### config.mk
export PLATFORM = sky130hd
export DESIGN_NAME = id_ex_pipe_reg
export DESIGN_NICKNAME = d
export VERILOG_FILES = /design/src/rtl/id_ex_pipe_reg.sv
export SDC_FILE = /design/constraint.sdc
export NUM_CORES = 1
export LEC_CHECK = 0
export ABC_AREA = 1
export CAP_MARGIN = 5
export CORE_AREA = 5 5 173 175
export CTS_CLUSTER_DIAMETER = 30
export CTS_CLUSTER_SIZE = 20
export DETAILED_ROUTE_END_ITERATION = 8
export DIE_AREA = 0 0 178 180
export DONT_BUFFER_PORTS = 1
export PLACE_DENSITY_LB_ADDON = 0.08
export SYNTH_ARGS = -nofsm -noshare
export SYNTH_HDL_FRONTEND = slang
export SYNTH_SLANG_ARGS = --single-unit
### constraint.sdc
create_clock -name clk -period 0.8 [get_ports clk]
set_input_delay 0.16 -clock clk [delete_from_list [all_inputs] [get_ports clk]]
set_output_delay 0.16 -clock clk [all_outputs]
set_load 0.03 [all_outputs]
### src/rtl/id_ex_pipe_reg.sv
// ---------------------------------------------------------------------------
// id_ex_pipe_reg
//   Decode -> execute pipeline register of the 5-stage RV32I core.
//   Each rising edge it either loads a bubble (flush_e), holds (stall_e) or
//   captures the decode-stage control, operands, PCs and register indices.
//   Priority: flush_e > stall_e > capture. Latency one cycle; every output is
//   a flop, so there is no combinational path from any input to any output.
//
//   Handshake: there is no valid/ready pair here. valid_d marks a real decode
//   instruction, valid_e marks a real execute instruction; stall_e is the
//   back-pressure (hold) and flush_e the kill (bubble) from the hazard unit.
//
// Parameters
//   XLEN   datapath width of RD1/RD2/PC/PCPlus4/ImmExt
//   CNT_W  width of the performance counters
//
// Configuration macro
//   ID_EX_PERF_EN  when defined, bubble_cnt counts flush edges and stall_cnt
//                  counts held edges (stall without flush), both saturating.
//                  When undefined both outputs are tied to zero.
//
// Ports
//   clk, rst_n            clock, asynchronous active-low reset
//   stall_e, flush_e      hold / bubble requests for the execute slot
//   valid_d / valid_e     slot-valid in decode / execute
//   <name>D / <name>E     decode-side input / registered execute-side copy
//   bubble_cnt, stall_cnt performance counters (see macro above)
// ---------------------------------------------------------------------------
module id_ex_pipe_reg #(
  parameter int XLEN  = 32,
  parameter int CNT_W = 32
) (
  input  logic             clk,
  input  logic             rst_n,
  input  logic             stall_e,
  input  logic             flush_e,
  input  logic             valid_d,
  input  logic             RegWriteD,
  input  logic             MemWriteD,
  input  logic             BranchD,
  input  logic             JumpD,
  input  logic             ALUSrcD,
  input  logic             JAL_JALR_SELD,
  input  logic             loadimm_selD,
  input  logic [1:0]       ResultSrcD,
  input  logic [4:0]       ALUControlD,
  input  logic [2:0]       funct3D,
  input  logic [XLEN-1:0]  RD1D,
  input  logic [XLEN-1:0]  RD2D,
  input  logic [XLEN-1:0]  PCD,
  input  logic [XLEN-1:0]  PCPlus4D,
  input  logic [XLEN-1:0]  ImmExtD,
  input  logic [4:0]       Rs1D,
  input  logic [4:0]       Rs2D,
  input  logic [4:0]       RdD,
  output logic             RegWriteE,
  output logic             MemWriteE,
  output logic             BranchE,
  output logic             JumpE,
  output logic             ALUSrcE,
  output logic             JAL_JALR_SELE,
  output logic             loadimm_selE,
  output logic [1:0]       ResultSrcE,
  output logic [4:0]       ALUControlE,
  output logic [2:0]       funct3E,
  output logic [XLEN-1:0]  RD1E,
  output logic [XLEN-1:0]  RD2E,
  output logic [XLEN-1:0]  PCE,
  output logic [XLEN-1:0]  PCPlus4E,
  output logic [XLEN-1:0]  ImmExtE,
  output logic [4:0]       Rs1E,
  output logic [4:0]       Rs2E,
  output logic [4:0]       RdE,
  output logic             valid_e,
  output logic [CNT_W-1:0] bubble_cnt,
  output logic [CNT_W-1:0] stall_cnt
);

  // An invalid decode slot is captured with its control zeroed, so decoder
  // don't-care bits can never make a non-instruction write state.
  logic ctrl_kill;
  assign ctrl_kill = ~valid_d;

  // Control fields and slot-valid.
  always_ff @(posedge clk or negedge rst_n) begin
    if (!rst_n) begin
      RegWriteE     <= 1'b0;
      MemWriteE     <= 1'b0;
      BranchE       <= 1'b0;
      JumpE         <= 1'b0;
      ALUSrcE       <= 1'b0;
      JAL_JALR_SELE <= 1'b0;
      loadimm_selE  <= 1'b0;
      ResultSrcE    <= 2'b00;
      ALUControlE   <= 5'b00000;
      funct3E       <= 3'b000;
      valid_e       <= 1'b0;
    end else if (flush_e || (!stall_e && ctrl_kill)) begin
      // Bubble: architecturally inert execute slot.
      RegWriteE     <= 1'b0;
      MemWriteE     <= 1'b0;
      BranchE       <= 1'b0;
      JumpE         <= 1'b0;
      ALUSrcE       <= 1'b0;
      JAL_JALR_SELE <= 1'b0;
      loadimm_selE  <= 1'b0;
      ResultSrcE    <= 2'b00;
      ALUControlE   <= 5'b00000;
      funct3E       <= 3'b000;
      valid_e       <= 1'b0;
    end else if (!stall_e) begin
      RegWriteE     <= RegWriteD;
      MemWriteE     <= MemWriteD;
      BranchE       <= BranchD;
      JumpE         <= JumpD;
      ALUSrcE       <= ALUSrcD;
      JAL_JALR_SELE <= JAL_JALR_SELD;
      loadimm_selE  <= loadimm_selD;
      ResultSrcE    <= ResultSrcD;
      ALUControlE   <= ALUControlD;
      funct3E       <= funct3D;
      valid_e       <= 1'b1;
    end
  end

  // Data fields and register indices. A flush clears them; an invalid decode
  // slot still captures them (only its control is suppressed).
  always_ff @(posedge clk or negedge rst_n) begin
    if (!rst_n) begin
      RD1E     <= '0;
      RD2E     <= '0;
      PCE      <= '0;
      PCPlus4E <= '0;
      ImmExtE  <= '0;
      Rs1E     <= 5'd0;
      Rs2E     <= 5'd0;
      RdE      <= 5'd0;
    end else if (flush_e) begin
      RD1E     <= '0;
      RD2E     <= '0;
      PCE      <= '0;
      PCPlus4E <= '0;
      ImmExtE  <= '0;
      Rs1E     <= 5'd0;
      Rs2E     <= 5'd0;
      RdE      <= 5'd0;
    end else if (!stall_e) begin
      RD1E     <= RD1D;
      RD2E     <= RD2D;
      PCE      <= PCD;
      PCPlus4E <= PCPlus4D;
      ImmExtE  <= ImmExtD;
      Rs1E     <= Rs1D;
      Rs2E     <= Rs2D;
      RdE      <= RdD;
    end
  end

`ifdef ID_EX_PERF_EN
  // Saturating counters: they stop at all-ones instead of wrapping.
  always_ff @(posedge clk or negedge rst_n) begin
    if (!rst_n) begin
      bubble_cnt <= '0;
      stall_cnt  <= '0;
    end else begin
      if (flush_e && (bubble_cnt != {CNT_W{1'b1}}))
        bubble_cnt <= bubble_cnt + CNT_W'(1);
      if (stall_e && !flush_e && (stall_cnt != {CNT_W{1'b1}}))
        stall_cnt <= stall_cnt + CNT_W'(1);
    end
  end
`else
  assign bubble_cnt = '0;
  assign stall_cnt  = '0;
`endif

endmodule

---- Word-level counts from Yosys, hierarchy flattened ----
Cells that the tools add are included.
cells by class
  add/sub/neg operators ................... 0
  $mul .................................... 0
  div/mod/pow operators ................... 0
  $lt $le $gt $ge ......................... 0
  equal/unequal tests ..................... 2
  shift-type cells ........................ 0
  mux-type cells .......................... 38
  bitwise gates (word level) .............. 1
  reduce and logical (&&, ||, !) cells .... 3
operator list
  operator                                                                 number
  32-bit two-way mux                                                       10
  5-bit two-way mux                                                        8
  1-bit two-way mux                                                        16
  3-bit two-way mux                                                        2
  2-bit two-way mux                                                        2
  2-bit by 1-bit inequality test with 1-bit output, second input constant  2
  1-bit logical AND                                                        1
  1-bit zero test                                                          1
  1-bit logical OR                                                         1
  1-bit NOT                                                                1
word-level totals
  register bits after elaboration ......... 193
  bits in latches ......................... 0
  bits in writable memories ............... 0
  memory bits (read-only) ................. 0
  bits of input ports ..................... 197
  output and inout bits ................... 257
  word-level logic and storage cells ...... 63
  memories ................................ 0

---- Depth between registers and ports, before layout ----
Gate-level depths: netlist (run 1).
  depth in word-level cells ............... 4
  gate-level depth with buffers ........... 6
  mapped depth without buffers ............ 4

---- Least setup slack after synthesis (run 1) ----
No wires, ideal clock.
  path type ............................... input to register
  start ................................... input flush_e
  end ..................................... register PCE[10]
  setup time .............................. 65 ps
  arrival ................................. 782 ps
  data required time ...................... 735 ps
  setup slack ............................. -46 ps
  stages .................................. 5
  path buffers ............................ 2
  cell sequence ........................... nor2_1 -> buf_2 -> buf_2 -> nand2_1 -> nand2_1
on the way
  cells in the longest elaborated chain, start to end .. 1
  elaborated cells on any way between the ends .. 2
  those cells by class .................... eq/ne: 1; mux: 1
RTL lines
  what                                                                                                     line  text
  from (decl)                                                                                              36    input logic flush_e,
  2-bit by 1-bit inequality test with 1-bit output (no line) / 32-bit two-way mux (equally long branches)  -
  to (signal assigned)                                                                                     132   PCE <= '0;
  to (signal assigned)                                                                                     141   PCE <= '0;
  to (signal assigned)                                                                                     150   PCE <= PCD;
  to (decl)                                                                                                68    output logic [XLEN-1:0] PCE,
Several ways; a longest one is shown, not always the timed one.
A chain may end at the register's enable or synchronous reset.

---- Final worst setup path (run 1) ----
  start ................................... register ALUControlE[1]
  end ..................................... output ALUControlE[1]
RTL lines
  what                    line  text
  from (decl)             64    output logic [4:0] ALUControlE,
  from (signal assigned)  120   ALUControlE <= ALUControlD;
No word-level cell between the ends.

==> impl_metrics.yaml, run 1 <==
run_status:
  status: "complete, but fails checks"
  violations: "negative hold slack, negative setup slack"
sta:
  period_minus_slack_ps: 1190
  setup_violations: 193
  setup_ws_ps: -389
  slew_viol_final: 0
  finalSetupTns_ps: -67380
  finalCritPeriodShare_pct: 149
  rsz0062_at_grt: "true"
  hold_slack_ps: -585
  finClkSkew_ps: 0
  clock.fmax_ghz: 0.841
  final_hold_viol_count: 210
yosys:
  synth.distinct_cells: 10
  synth_compound_area_share_pct: 0
  synthAdderAreaFrac_pct: 0
  synth_top_cell_area_share_pct: 62.2
  synth_cells: 884
  yosys_register_bits: 193
  yosys_warnings: 0
  netlist_top_cells_area: "dfrtp_1, nand2_1, buf_4"
  synth_top_family_by_area: "simple AND/OR/NAND/NOR gates"
  yosys.area_share.xor_xnor_pct: 0
  synth_mux_area_share_pct: 0
  synth_area_um2: 7770
  ys_seq_area_share_pct: 62.2
  yosysTopAreaCell: "dfrtp_1"
  avgSynthCellArea_um2: 8.79
  synthSimpleGateAreaFrac_pct: 28.4
routing:
  drtAntennaViolNets: 0
  dr.pass1.iters: 4
  vias: 6892
  drtIter0Drc: 312
  drt_wl_total_um: 27600
  via_per_inst: 4.03
  wl_per_cell_um: 16.2
  drc: 0
worst_setup_path:
  startpoint_type: "flop"
  critical_path.max_fanout: 2
  cp.arrival_ps: 1030
  crit_type: "reg -> out"
  required_ps: 640
  slowest_delay_ps: 450
  cpLargestDelayFamily: "flip-flops"
  slowest_stage: "dfrtp_2"
  crit_buf_inv: 1
  endpoint_kind: "output port"
  cp_cell_sequence: "buf_12"
clocking:
  tritoncts: "yes"
  h-tree-depth: 4
  cts.sinks: 193
  cts_root_buf: "clkbuf_16"
  clk_pin_slew_ps: 80
  clockBufferDepth: 2
  ctsHoldBuffers: 193
  cts_made_buffers: 17
  clock_latency_ps: 420
floorplanning:
  die-width_um: 178
  die_h_um: 180
  die_area_um2: 32000
  start_util_pct: 27.4
  io_pins: 454
  rows: 62
  coreArea_um2: 28300
layout:
  diodes: 0
  fin_nets: 1510
  drive_above_1_share_pct: 22.7
  syn_to_final_growth_pct: 90.8
  regArea_um2: 4830
  fillers: 2567
  multi_input_area_um2: 2460
  finalInstanceArea_um2: 14800
pwr:
  vdd_drop_max_mv: 1.18
  p_per_area_nw_per_um2: 1690
  leakage_nw: 7.51
job:
  maxCapViolCount: 0
min_path:
  holdCritPathClass: "in -> async"
global_route:
  antenna_found_initial: 0
  grt_max_degree: 194
  grt_pass1_wl_um: 42000
  gr-total-overflow: 0
  track_usage_pct: 16.8
  grt_pass1_vias: 7250
placed_design:
  dp_hpwl_um: 19600
  io_buffers: 0
  place_area_um2: 12000
  dp_worst_setup_slack_ps: -124
  gp_congestion: 0.782
## routing by layer
layer | vias to the layer above | share of wire (%) | global-route usage (%) | wire (um)
li1 | 3384 | - | - | -
met1 | 3224 | 37 | 19.0 | 10300
met2 | 259 | 53 | 30.0 | 14600
met3 | 25 | 7.8 | 5.74 | 2160
met4 | 0 | 1.9 | 4.70 | 514
met5 | - | 0 | 0 | 0
## registers in the layout, indices dropped and copies added (netlist names), 2 cells and up
register / flops
ImmExtE: 32
PCE: 32
PCPlus4E: 32
RD1E: 32
RD2E: 32
ALUControlE: 5
RdE: 5
Rs1E: 5
Rs2E: 5
funct3E: 3
ResultSrcE: 2
## placed cells by master (no fill, tap or decap), drive strengths merged
master / count
dlygate4sd3: 193
nand3: 17
dfrtp: 193
nand2: 562
conb: 64
clkbuf: 18
clkinv: 5
buf: 262
clkinvlp: 1
nor2: 2
inv: 8
## logic make-up (layout without fill, tap and decap cells)
logic type	after synthesis	in the layout
buffers and inverters	109	487
AND/OR/NAND/NOR	581	581
flip-flops	193	193
other	1	64
## final cells by class
| type | instances | area share (%) |
|---|---|---|
| clock buffer | 18 | 2.96 |
| clock inverter | 13 | 0.802 |
| inverter | 1 | 0.0253 |
| multi-input combinational | 645 | 16.6 |
| sequential | 193 | 32.6 |
| tap | 384 | 3.24 |
| timing repair buffer | 455 | 43.7 |
## power breakdown
| group | switching, mW | total (mW) | internal, mW |
|---|---|---|---|
| Clock | 4.17 | 8.36 | 4.19 |
| Sequential | 0.574 | 10.9 | 10.3 |
| Combinational | 2.66 | 5.77 | 3.11 |
| Total | 7.41 | 25.0 | 17.6 |
## stage by stage
stage	utilization (%)	instances	hold WS (ps)	power, mW
after CTS	51.5	1680	-615	25.3
final	52.3	1709	-585	25.0
after global routing	52.3	1709	-630	26.1
after floorplan	-	947	-136	13.2
after detailed placement	42.4	1447	-130	15.9
after global placement	42.4	1447	-131	15.9
## cell usage after synthesis, drive strengths merged
| cell type | number |
|---|---|
| nor2 | 2 |
| dfrtp | 193 |
| conb | 1 |
| nand2 | 562 |
| inv | 1 |
| buf | 108 |
| nand3 | 17 |
## worst paths after layout
path	slack [ps]	start	end	cells after the start
worst min-delay path	-580	rst_n	ImmExtE[7]	0
worst max-delay path	-390	ALUControlE[1]	ALUControlE[1]	1
worst min register to register	510	funct3E[0]	funct3E[0]	2
min in group clk	-130	valid_d	JumpE	2
max in group asynchronous	1070	rst_n	ImmExtE[29]	0
worst max register to register	20	Rs1E[0]	Rs1E[0]	3
## timing repair
item | 4_1_cts | 5_1_grt
endpoints found under the setup margin | 193 | 196
pin swaps | 0 | 1
cloned | 0 | 0
endpoints found under the hold margin | 386 | 210
resized for setup | 3 | 6
buffers inserted | 9 | 30
No activity file was read; power rests on OpenSTA's default activity.
==> inputs of run 2 (changes only) <==
Settings changed: BUFFER_PORTS_ARGS set to -buffer_cell sky130_fd_sc_hd__buf_4, DONT_BUFFER_PORTS 1 to not set.
==> run 2 against run 1 <==
  * The flow finishes with violations (negative setup slack)
  * Register-to-register slack lost 80 ps
  * Sequential cell count did not move
  * Final cell count grew 14%
  * Clock skew unchanged
  * Die area did not move
  * Worst hold slack gained 720 ps
  * Global-route usage up 0.84 points
  * Total power decreased by 0.28%
  * Clock power fell by 2%
  * Critical path type unchanged
==> impl_metrics.yaml, run 2 (synthesis results as in run 1) <==
run_status:
  status: "complete, but fails checks"
  violations: "negative setup slack"
min_path:
  whs_path_depth: 3
  holdCritPathClass: "in -> reg"
  hold_end: "JumpE"
  hp-start: "valid_d"
clocking:
  clk_pin_slew_ps: 80
  clockBufferDepth: 2
  cts_made_buffers: 17
  clock_latency_ps: 420
  cts_root_buf: "clkbuf_16"
  h-tree-depth: 4
  cts.sinks: 193
  tritoncts: "yes"
worst_setup_path:
  endpoint_kind: "output port"
  required_ps: 640
  regToRegStartpoint: "PCPlus4E[6]"
  slowest_delay_ps: 420
  crit_buf_inv: 1
  critical_path.max_fanout: 2
  cpLargestDelayFamily: "flip-flops"
  cp_cell_sequence: "buf_6"
  crit_type: "reg -> out"
  startpoint_type: "flop"
  timing.rr.end: "PCPlus4E[6]"
  cp.arrival_ps: 1010
  slowest_stage: "dfrtp_1"
  crit_start: "ALUControlE[4]"
  r2r_cells: 4
  r2r_slack_ps: -60
global_route:
  grt_pass1_vias: 8282
  track_usage_pct: 17.7
  grt_max_degree: 63
  gr-total-overflow: 0
  antenna_found_initial: 0
  grt_pass1_wl_um: 45000
sta:
  setup_violations: 200
  slew_viol_final: 0
  clock.fmax_ghz: 0.854
  rsz0062_at_grt: "true"
  setup_ws_ps: -370
  finalCritPeriodShare_pct: 146
  hold_slack_ps: 136
  final_hold_viol_count: 0
  period_minus_slack_ps: 1170
  finClkSkew_ps: 0
placed_design:
  io_buffers: 389
  gp_congestion: 0.764
  dp_hpwl_um: 20200
  place_area_um2: 11200
  dpl.cell_count: 1650
routing:
  via_per_inst: 4.01
  vias: 7846
  dr.pass1.iters: 4
  drtAntennaViolNets: 0
  drt_wl_total_um: 29400
  drtIter0Drc: 368
  wl_per_cell_um: 15.0
  drc: 0
layout:
  fin_nets: 1757
  fillers: 2658
  drive_above_1_share_pct: 34.8
  syn_to_final_growth_pct: 94.2
  layout_common_cells: "nand2_1, buf_4, buf_6"
  finalInstanceArea_um2: 15100
  multi_input_area_um2: 2470
  final_common_cell: "nand2_1"
  utilization_pct: 53.3
  regArea_um2: 4830
  final_cells: 1955
  diodes: 0
floorplanning:
  rows: 62
  start_util_pct: 27.4
  die-width_um: 178
  die_area_um2: 32000
  io_pins: 454
  coreArea_um2: 28300
  die_h_um: 180
job:
  maxCapViolCount: 0
pwr:
  vdd_drop_max_mv: 1.12
  leakage_nw: 8.29
  p_per_area_nw_per_um2: 1650
  power_mw: 24.9
## run 2: changes by cell type in the layout (fill, tap and decap cells not counted), sizes merged
| cell | change |
|---|---|
| clkinvlp | +1 |
| buf | +246 |
| clkinv | -1 |
## run 2: through the flow
step / TNS [ps] / setup WS, ps
6_report: -63120 / -370
5_1_grt: -71390 / -414
4_1_cts: -68320 / -410
3_5_place_dp: -41750 / -275
3_3_place_gp: -40360 / -267
2_1_floorplan: -593 / -9.88
## run 2: timing repair
item,CTS,global route
buffers inserted,34,48
pin swaps,0,3
hold endpoints to repair,385,0
hold buffers,193,0
gates cloned,0,0
resized for setup,193,7
setup endpoints to repair,193,194
## run 2: area by class of cell
cell class,instances,area share [%]
repair buffers,702,44.8
flip-flops and latches,193,32.0
multi-input cells,645,16.4
well taps,384,3.19
clock buffers,17,2.82
clock inverters,13,0.796
inverters,1,0.0249
## run 2: how the worst max path moves through the flow
stage	to	slack [ps]	cells after the start
3_3_place_gp	PCPlus4E[3]	-270	6
5_1_grt	ALUControlE[4]	-410	1
2_1_floorplan	PCE[13]	-10	6
6_report	ALUControlE[4]	-370	1
4_1_cts	ALUControlE[4]	-410	1
3_5_place_dp	RD2E[14]	-270	6
## run 2: where the power goes
part	switching (mW)	leakage (nW)	internal [mW]	total, mW
Combinational	3.09	5.45	2.95	6.04
Sequential	0.393	2.57	10.3	10.7
Clock	4.13	0.264	4.08	8.20
## run 2: metal layers
layer  track usage, %  part of all wire, %
met1             20.1                   39
met2             30.9                   50
met3             5.34                  7.6
met4             6.96                  3.3
met5                0                    0
==> inputs of run 3 (changes only) <==
Settings changed: ABC_AREA 1 to not set, CORE_AREA 5 5 173 175 to 5 5 175 177, DIE_AREA 0 0 178 180 to 0 0 180 182.
==> run 3 against run 2 <==
  * Largest cell class unchanged
  * Highest routed layer unchanged
  * Sequential share of layout area down 0.13 points
  * The run still ends with negative setup slack left
  * Sequential power hardly changed
  * Count of clock-buffer cells in the layout grew 2
  * Fmax shrank 1.5%
  * Non-clock buffer count decreased by 24
  * Combinational power increased by 5.5%
  * Critical endpoint is now ImmExtE[31]
  * Synthesized cell count down 24%
==> impl_metrics.yaml, run 3 <==
sta:
  worst_pin_slew_ps: 540
  finClkSkew_ps: 0
  final_hold_viol_count: 0
  hold_slack_ps: 54.1
  setup_violations: 248
  period_minus_slack_ps: 1190
  clock.fmax_ghz: 0.842
  setup_ws_ps: -388
  slew_viol_final: 0
  finalCritPeriodShare_pct: 148
  rsz0062_at_grt: "true"
  relSlewSlack_pct: 63.9
yosys:
  synthArstFlopShare_pct: 100
  netlist_top_cells_area: "dfrtp_1, mux2i_1, nor2_1"
  yosys_register_bits: 193
  synth.distinct_cells: 14
  synth_compound_area_share_pct: 2.02
  synth_edf_count: 0
  ys_seq_area_share_pct: 57.4
  synth_flop_cell: "dfrtp_1"
  synth_mux_area_share_pct: 20.9
  synth_top_cell_area_share_pct: 57.4
  yosysMostFrequentCell: "dfrtp_1"
  synth_cells: 675
  yosys.area_share.xor_xnor_pct: 0
  synth_commonest_cells: "dfrtp_1, nor2_1, mux2i_1"
  synthSimpleGateAreaFrac_pct: 8.13
  synthAdderAreaFrac_pct: 0
  synth_top_family_by_area: "multiplexers"
  avgSynthCellArea_um2: 12.5
  yosysTopAreaCell: "dfrtp_1"
  yosys_warnings: 0
  synth_area_um2: 8410
layout:
  fillers: 2608
  syn_to_final_growth_pct: 81.6
  drive_above_1_share_pct: 41.4
  regArea_um2: 4870
  layout_common_cells: "buf_4, buf_6, dlygate4sd3_1"
  final_cells: 1729
  final_common_cell: "buf_4"
  diodes: 0
  multi_input_area_um2: 2870
  fin_nets: 1524
worst_setup_path:
  cpLargestDelayFamily: "flip-flops"
  startpoint_type: "flop"
  critical_path.max_fanout: 2
  slowest_stage: "dfrtp_2"
  endpoint_kind: "output port"
  slowest_delay_ps: 440
  cp.arrival_ps: 1030
  r2r_cells: 3
  regToRegStartpoint: "RD1E[13]"
  required_ps: 640
  r2r_slack_ps: -90
  crit_type: "reg -> out"
  timing.rr.end: "RD1E[13]"
  crit_buf_inv: 1
  cp_cell_sequence: "buf_6"
pwr:
  vdd_drop_max_mv: 1.07
  p_per_area_nw_per_um2: 1640
  leakage_nw: 7.88
floorplanning:
  start_util_pct: 28.9
  coreArea_um2: 29100
  die_h_um: 182
  die_area_um2: 32800
  rows: 63
  die-width_um: 180
  io_pins: 454
run_status:
  status: "complete, but fails checks"
  violations: "negative setup slack"
global_route:
  antenna_found_initial: 0
  grt_max_degree: 76
  grt_pass1_vias: 7828
  track_usage_pct: 16.9
  grt_pass1_wl_um: 44200
  gr-total-overflow: 0
clocking:
  tritoncts: "yes"
  h-tree-depth: 4
  clock_latency_ps: 440
  clk_pin_slew_ps: 80
  cts.sinks: 193
  cts_root_buf: "clkbuf_16"
  clockBufferDepth: 2
  cts_made_buffers: 17
min_path:
  holdCritPathClass: "in -> reg"
  whs_path_depth: 3
  hold_end: "RdE[4]"
  hp-start: "flush_e"
placed_design:
  io_buffers: 389
  dp_hpwl_um: 20100
  dp_worst_setup_slack_ps: -464
  gp_congestion: 0.759
  dpl.cell_count: 1447
routing:
  dr.pass1.iters: 4
  drtAntennaViolNets: 0
  drtIter0Drc: 272
  drc: 0
  via_per_inst: 4.14
  wl_per_cell_um: 16.5
  vias: 7154
  drt_wl_total_um: 28500
job:
  maxCapViolCount: 0
[run 3: changes by cell type after synthesis, sizes merged]
cell / previous run / this run
a32o: 0 / 17
buf: 108 / 103
clkbuf: 0 / 5
mux2i: 0 / 176
nand2: 562 / 0
nand3: 17 / 0
nor2: 2 / 177
nor2b: 0 / 2
[run 3: repair_timing]
item | CTS | global route
gates cloned | 0 | 0
hold endpoints to repair | 385 | 0
endpoints found under the setup margin | 193 | 229
hold buffers | 193 | 0
resized for setup | 193 | 15
buffers inserted | 23 | 37
pin swaps | 0 | 12
[run 3: worst max path at each step]
stage | startpoint | to | slack (ps) | cells after the start
global placement | flush_e | ALUControlE[4] | -460 | 3
finish | ImmExtE[31] | ImmExtE[31] | -390 | 1
global route | ImmExtE[31] | ImmExtE[31] | -430 | 1
floorplan | stall_e | ALUControlE[0] | -140 | 5
CTS | ImmExtE[31] | ImmExtE[31] | -420 | 1
detailed placement | flush_e | MemWriteE | -460 | 3
[run 3: kinds of logic (layout without fill, tap and decap cells)]
| family | count (synthesis) | count (layout) |
|---|---|---|
| AO/OA/AOI/OAI | 17 | 17 |
| flip-flops | 193 | 193 |
| buffers and inverters | 109 | 710 |
| AND/OR/NAND/NOR | 179 | 179 |
| other | 1 | 64 |
| multiplexers | 176 | 176 |
[run 3: report_power, final]
part / internal [mW] / switching, mW / leakage [nW]
Sequential: 10.3 / 0.400 / 2.52
Combinational: 3.18 / 3.19 / 5.11
Clock: 4.06 / 3.93 / 0.256
[run 3: layout make-up]
class	instances	area share, %
Multi-Input combinational cell	436	18.8
Timing Repair Buffer	678	42.7
Inverter	1	0.0246
Tap cell	390	3.19
Sequential cell	193	31.9
Clock inverter	12	0.565
Clock buffer	19	2.90
[run 3: metrics by stage]
| step | total power, mW | cell area (um2) | setup TNS, ps | utilization [%] |
|---|---|---|---|---|
| after CTS | 25.3 | 15000 | -71920 | 51.5 |
| final | 25.1 | 15300 | -67340 | 52.5 |
| after global routing | 26.2 | 15300 | -77580 | 52.5 |
| after detailed placement | 15.8 | 11600 | -57980 | 39.9 |
| after global placement | 15.8 | 11600 | -56760 | 39.9 |
| after floorplan | 13.8 | 8710 | -14930 | - |
[run 3: layer usage]
| metal | GRT usage [%] | vias up | share of wire (%) |
|---|---|---|---|
| met1 | 19.8 | 3443 | 40 |
| met3 | 4.15 | 43 | 5.3 |
| li1 | - | 3409 | - |
| met4 | 6.58 | 0 | 2.8 |
| met2 | 29.8 | 259 | 52 |
| met5 | 0 | - | 0 |
